### config.mk
export PLATFORM = sky130hd
export DESIGN_NAME = pc_sequencer
export DESIGN_NICKNAME = d
export VERILOG_FILES = /design/src/rtl/pc_sequencer.sv
export SDC_FILE = /design/constraint.sdc
export NUM_CORES = 1
export LEC_CHECK = 0
export CAP_MARGIN = 5
export CORE_MARGIN = 1
export CORE_UTILIZATION = 35
export DETAILED_ROUTE_END_ITERATION = 12
export GPL_ROUTABILITY_DRIVEN = 0
export PLACE_DENSITY = 0.68
export SYNTH_ARGS = -nofsm -noshare
export SYNTH_HDL_FRONTEND = slang
export SYNTH_SLANG_ARGS = --single-unit
export TNS_END_PERCENT = 20
### constraint.sdc
create_clock -name sysclk -period 1.7 [get_ports sysclk]
set_input_delay 0.17 -clock sysclk [delete_from_list [all_inputs] [get_ports sysclk]]
set_output_delay 0.17 -clock sysclk [all_outputs]
set_load 0.02 [all_outputs]
### src/rtl/pc_sequencer.sv
// pc_sequencer
//   Control sequencer for the 6-bit program counter datapath. Conditions the
//   board buttons and switches and turns them into single-cycle load/count
//   pulses plus stable adder selects. It also provides an auto-run mode that
//   steps the PC every RUN_DIV cycles and halts before the PC would wrap.
//
// Parameters
//   DEBOUNCE_CYCLES : consecutive equal synchronized samples needed to change
//                     a debounced button value (>= 1)
//   RUN_DIV         : sysclk cycles between auto-steps in RUN (>= 2)
//
// Ports
//   sysclk     in   system clock, rising edge
//   reset      in   synchronous, active-high reset
//   BUTTONS    in   [3] load, [2] step, [1:0] N offset bits (raw)
//   SWITCHES   in   [0] run enable, [1] adder select (raw)
//   pc_value   in   current PC register value
//   ld         out  one-cycle load pulse (load enable + input mux select)
//   cnt        out  one-cycle count pulse
//   in_bit     out  MSB of the load value ({in_bit,5'b0})
//   add_mux_s  out  adder select, 0 = +4, 1 = +N
//   offset     out  N-adder bits, increment = {3'b0,offset,1'b0}
//   state      out  IDLE=0, STEP=1, RUN=2, HALT=3
module pc_sequencer #(
    parameter int unsigned DEBOUNCE_CYCLES = 4,
    parameter int unsigned RUN_DIV         = 8
) (
    input  logic       sysclk,
    input  logic       reset,
    input  logic [3:0] BUTTONS,
    input  logic [1:0] SWITCHES,
    input  logic [5:0] pc_value,
    output logic       ld,
    output logic       cnt,
    output logic       in_bit,
    output logic       add_mux_s,
    output logic [1:0] offset,
    output logic [1:0] state
);

    localparam int unsigned DB_W  = (DEBOUNCE_CYCLES < 2) ? 1 : $clog2(DEBOUNCE_CYCLES);
    localparam int unsigned DIV_W = $clog2(RUN_DIV);

    localparam logic [DB_W-1:0]  DB_LAST  = DB_W'(DEBOUNCE_CYCLES - 1);
    localparam logic [DIV_W-1:0] DIV_LAST = DIV_W'(RUN_DIV - 1);

    typedef enum logic [1:0] {
        IDLE = 2'd0,
        STEP = 2'd1,
        RUN  = 2'd2,
        HALT = 2'd3
    } state_t;

    // Input conditioning state
    logic [3:0]            btn_s1_q, btn_s2_q;
    logic [1:0]            sw_s1_q, sw_s2_q;
    logic [1:0]            sync_vld_q;
    logic [3:0]            btn_db_q;
    logic [3:0][DB_W-1:0]  db_cnt_q;
    logic [1:0]            btn_prev_q;   // debounced {load, step} history
    logic [1:0]            armed_q;      // {load, step} seen released since reset

    // Sequencer state and registered outputs
    state_t                state_q;
    logic [DIV_W-1:0]      div_q;
    logic                  ld_q;
    logic                  cnt_q;
    logic                  in_bit_q;
    logic                  add_mux_s_q;
    logic [1:0]            offset_q;

    // Derived control
    logic                  load_evt;
    logic                  step_evt;
    logic                  run_en;
    logic                  tick;
    logic [6:0]            inc;
    logic [6:0]            sum;
    logic                  fits;
    logic                  cnt_d;

    // ------------------------------------------------------------------
    // Synchronizers, per-bit debounce and edge detection
    // ------------------------------------------------------------------
    always_ff @(posedge sysclk) begin
        if (reset) begin
            btn_s1_q   <= '0;
            btn_s2_q   <= '0;
            sw_s1_q    <= '0;
            sw_s2_q    <= '0;
            sync_vld_q <= '0;
            btn_db_q   <= '0;
            db_cnt_q   <= '0;
            btn_prev_q <= '0;
            armed_q    <= '0;
        end else begin
            btn_s1_q   <= BUTTONS;
            btn_s2_q   <= btn_s1_q;
            sw_s1_q    <= SWITCHES;
            sw_s2_q    <= sw_s1_q;
            sync_vld_q <= {sync_vld_q[0], 1'b1};

            for (int unsigned i = 0; i < 4; i++) begin
                if (btn_s2_q[i] == btn_db_q[i]) begin
                    db_cnt_q[i] <= '0;
                end else if (db_cnt_q[i] == DB_LAST) begin
                    btn_db_q[i] <= btn_s2_q[i];
                    db_cnt_q[i] <= '0;
                end else begin
                    db_cnt_q[i] <= db_cnt_q[i] + DB_W'(1);
                end
            end

            btn_prev_q <= btn_db_q[3:2];

            // The synchronizer holds cleared values for two cycles after reset;
            // only a genuine released sample arms the edge detector, so a
            // button held through reset never fires until pressed again.
            if (sync_vld_q[1]) begin
                armed_q <= armed_q | ~btn_s2_q[3:2];
            end
        end
    end

    // ------------------------------------------------------------------
    // Event decode, halt check and count decision
    // ------------------------------------------------------------------
    always_comb begin
        load_evt = btn_db_q[3] & ~btn_prev_q[1] & armed_q[1];
        step_evt = btn_db_q[2] & ~btn_prev_q[0] & armed_q[0];
        run_en   = sw_s2_q[0];
        tick     = (div_q == DIV_LAST);

        inc  = add_mux_s_q ? {4'b0, offset_q, 1'b0} : 7'd4;
        sum  = {1'b0, pc_value} + inc;
        fits = (sum <= 7'd63);

        cnt_d = 1'b0;
        if (!load_evt) begin
            if (state_q == STEP) begin
                cnt_d = 1'b1;
            end else if (state_q == RUN && run_en && tick && fits) begin
                cnt_d = 1'b1;
            end
        end
    end

    // ------------------------------------------------------------------
    // Adder selects. Held both on the edge that raises cnt and while cnt is
    // high, so the pulse always carries the increment the halt check used.
    // ------------------------------------------------------------------
    always_ff @(posedge sysclk) begin
        if (reset) begin
            add_mux_s_q <= 1'b0;
            offset_q    <= '0;
        end else if (!cnt_q && !cnt_d) begin
            add_mux_s_q <= sw_s2_q[1];
            offset_q    <= btn_db_q[1:0];
        end
    end

    // ------------------------------------------------------------------
    // Sequencer FSM with registered pulse outputs
    // ------------------------------------------------------------------
    always_ff @(posedge sysclk) begin
        if (reset) begin
            state_q  <= IDLE;
            div_q    <= '0;
            ld_q     <= 1'b0;
            cnt_q    <= 1'b0;
            in_bit_q <= 1'b0;
        end else begin
            ld_q     <= load_evt;
            cnt_q    <= cnt_d;
            in_bit_q <= 1'b1;

            unique case (state_q)
                IDLE: begin
                    if (run_en) begin
                        state_q <= RUN;
                        div_q   <= '0;
                    end else if (step_evt && !load_evt) begin
                        state_q <= STEP;
                    end
                end
                STEP: begin
                    state_q <= IDLE;
                end
                RUN: begin
                    if (!run_en) begin
                        state_q <= IDLE;
                        div_q   <= '0;
                    end else if (load_evt) begin
                        div_q <= '0;
                    end else if (tick) begin
                        div_q <= '0;
                        if (!fits) begin
                            state_q <= HALT;
                        end
                    end else begin
                        div_q <= div_q + DIV_W'(1);
                    end
                end
                HALT: begin
                    if (load_evt || !run_en) begin
                        state_q <= IDLE;
                    end
                end
                default: begin
                    state_q <= IDLE;
                end
            endcase
        end
    end

    assign ld        = ld_q;
    assign cnt       = cnt_q;
    assign in_bit    = in_bit_q;
    assign add_mux_s = add_mux_s_q;
    assign offset    = offset_q;
    assign state     = state_q;

endmodule
==> metrics.csv, run 1 <==
stage;metric;value;unit
power;Power Internal;1450;uW
yosys;cell area after synthesis;0.00147;sq mm
setup_path;CP Cell Sequence;clkdlybuf4s50_1;
timing;final worst path period share;0.962;
setup_path;buffer and inverter count on the worst path;1;
power;overall power;1820;uW
routing;routed vias/inst;4.66;
yosys;Yosys warnings;0;
finish;synth-to-layout area growth;25.0;%
clock_network;clock-pin slew on the worst setup and hold paths;70;ps
setup_path;worst setup path category;reg -> out;
timing;Final Max Slew Viols;0;
global_route;initial antenna violation count;0;
die;Initial Util;0.365;
finish;FILL cells;377;
clock_network;clock root cell;clkbuf_8;
run_status;status;finished clean;
setup_path;Worst path depth;1;
timing;final hold violation count;0;
setup_path;FF-to-FF setup slack;120;ps
yosys;FF+latch count, synth;40;
power;Sequential Power Share;0.534;
power;VDD IR max;0.784;mV
clock_network;Resized cells post-CTS;0;
finish;multi-input logic area;609;sq um
routing;DR DRC count;0;
yosys;library cells used by synthesis;32;
clock_network;total CTS buffers;5;
finish;n_diodes;0;
die;die height;66.8;um
timing;final setup TNS;0;ps
yosys;Area contributors post-synth;dfxtp_1 55%, ha_1 6.8%, nor2b_1 6.4%;
clock_network;clock tree buffer depth;2;
finish;register area;801;sq um
yosys;post-synth top area cell;dfxtp_1;
setup_path;Top delay family on crit path;buffers and inverters;
finish;most common cell after layout, fill and taps aside;dfxtp_1;
timing;post-route minimum period;1640;ps
finish;most frequent cells in the layout;40 x dfxtp_1, 21 x nor2_1, 20 x clkdlybuf4s50_1;
setup_path;R2R depth;6;
setup_path;CP max stage delay;670;ps
setup_path;CP startpoint;state[0];
yosys;syn nets;167;
yosys;post-synth top area share;0.545;
place;# placed instances;213;
power;Pwr Density;991;mW/mm^2
routing;WL final;2370;um
hold_path;HP Class;reg -> reg;
clock_network;CTS tree;done;
run;MaxCap Viol Count;0;
die;die width;66.8;um
power;Clock power frac;0.418;
global_route;grt ovf;0;
clock_network;H-tree lvl count;2;
setup_path;Critical Path AT;1470;ps
power;Switch Pwr;376;uW
timing;Worst Tran Pin Value;392;ps
yosys;Seq/Total Area, Yosys;0.545;
clock_network;clock latency on the worst-skew pair;290;ps
die;Ports;22;
finish;fin cells;221;
setup_path;Critical Path Start Type;register;
timing;Final Worst Setup Slack;63.9;ps
routing;via count;1029;
routing;Final ANT Viol Nets;0;
global_route;Tot GR Track Use;0.118;
global_route;vias in the first global route;957;
setup_path;WP data required;1530;ps
setup_path;destination of the critical timing path;state[0];
routing;DR iter-0 viols;28;
routing;detailed-route wire length per cell;10.7;um
die;Core ar.;0.00403;sq mm
place;port bufs;20;
yosys;syn avg cell area;10.1;sq um
place;dpl ws;-33.9;ps
die;Rows;23;
yosys;Synth Instances;145;
die;die area;0.00446;sq mm
power;Pleak;0.000705;uW
place;DP Wirelength;1840;um
setup_path;CP Max Fanout;10;
timing;Layout Skew;2.82;ps
setup_path;R2R Path Start;offset[1];
timing;timing-limited maximum frequency;611;MHz
finish;# nets final;192;
setup_path;reg2reg end;offset[1];
timing;headroom to the max-slew limit;0.738;
setup_path;slowest cell on the critical path;clkdlybuf4s50_1;
timing;# setup viols final;0;
power;Comb pwr share;0.048;
timing;worst hold margin;421;ps
global_route;pin count of the biggest net entering global routing;14;
timing;RSZ-0062 raised after global routing;no;
finish;layout cells sized above 1;0.0877;
clock_network;Setup Buffers After CTS;0;
global_route;first-pass GRT wire length;3840;um
clock_network;CTS Hold Buffers Added;0;
routing;First-pass DRT Iterations;3;
clock_network;clk sinks;40;
setup_path;type of destination of the critical path;output port;
power;switch share;0.206;
## registers in the layout, summed over array words and instances (netlist names)
register	cells
add_mux_s	1
armed_q	2
btn_db_q	4
btn_prev_q	2
btn_s1_q	4
btn_s2_q	4
cnt	1
db_cnt_q	8
div_q	3
ld	1
offset	2
state	2
sw_s1_q	2
sw_s2_q	2
sync_vld_q	2
## layout make-up
cell class	count	area share
repair buffers	23	0.121
clock inverters	3	0.0232
clock buffers	5	0.0375
flip-flops and latches	40	0.436
multi-input cells	92	0.332
well taps	50	0.0341
inverters	8	0.0163
## routing by layer
metal  part of all wire  wire length [um]  vias to the layer above  GRT usage
met5                  0                 0                        -          0
met2               0.52              1230                       16      0.205
met4              0.021                51                        0     0.0638
met1               0.42              1000                      483      0.124
li1                   -                 -                      525          -
met3              0.036                85                        5     0.0411
## worst min path at each step
stage	from	to	cells past startpoint
after floorplan	BUTTONS[0]	btn_s1_q[0]	1
after global routing	BUTTONS[2]	btn_s1_q[2]	2
after CTS	SWITCHES[1]	sw_s1_q[1]	2
final	db_cnt_q[6]	db_cnt_q[6]	1
after detailed placement	db_cnt_q[2]	db_cnt_q[2]	1
after global placement	db_cnt_q[6]	db_cnt_q[6]	1
## power by group through the flow
stage | clock network [uW] | logic (uW) | registers (uW)
floorplan | 0 | 40.1 | 994
global placement | 0 | 85.2 | 993
detailed placement | 0 | 88.4 | 995
CTS | 782 | 88.7 | 972
global route | 814 | 97.4 | 975
finish | 761 | 87.3 | 972
## cell families after synthesis
logic type | count (synthesis) | synth area share
simple gates | 61 | 0.217
flops | 40 | 0.545
buf+inv | 13 | 0.0400
compound gates | 11 | 0.0511
mux | 8 | 0.0545
fa+ha+maj | 8 | 0.0681
xor+xnor | 4 | 0.0238
## cell usage after synthesis
master	number
nand4_1	2
o21ai_2	2
clkinv_1	1
buf_1	1
clkbuf_1	1
and3_1	1
or3_1	4
a31oi_1	1
nor2_1	21
a211oi_1	1
a22oi_1	2
and3b_1	1
or2_2	1
and4b_1	1
buf_6	1
inv_1	7
xnor2_1	4
a311oi_1	1
buf_2	2
a21oi_1	3
and2_1	1
nand2b_1	1
o21ai_0	1
nor4_2	1
nor3_1	1
nand3_1	2
nand2_1	8
dfxtp_1	40
nand3b_1	1
nor2b_1	15
ha_1	8
mux2i_1	8
## stage by stage
stage                     area, sq um   util
final                            1840  0.456
after global placement           1730  0.428
after floorplan                  1470      -
after detailed placement         1730  0.428
after global routing             1840  0.456
after CTS                        1840  0.456
Note: power is estimated with default switching activity, not from simulation.
==> run 2, diff against run 1 <==
==> constraint.sdc (replaced) <==
create_clock -name sysclk -period 1.7 [get_ports sysclk]
set_input_delay 0.17 -clock sysclk [delete_from_list [all_inputs] [get_ports sysclk]]
set_output_delay 0.17 -clock sysclk [all_outputs]
set_load 0.01 [all_outputs]
==> results of run 2 <==
The final DEF is identical to that of run 1. Status: finished clean.
Main changes from that run: setup slack after layout 63.9 ps -> 125 ps; start point of the critical path state[0] -> offset[1]; end point of the critical path state[0] -> offset[1]
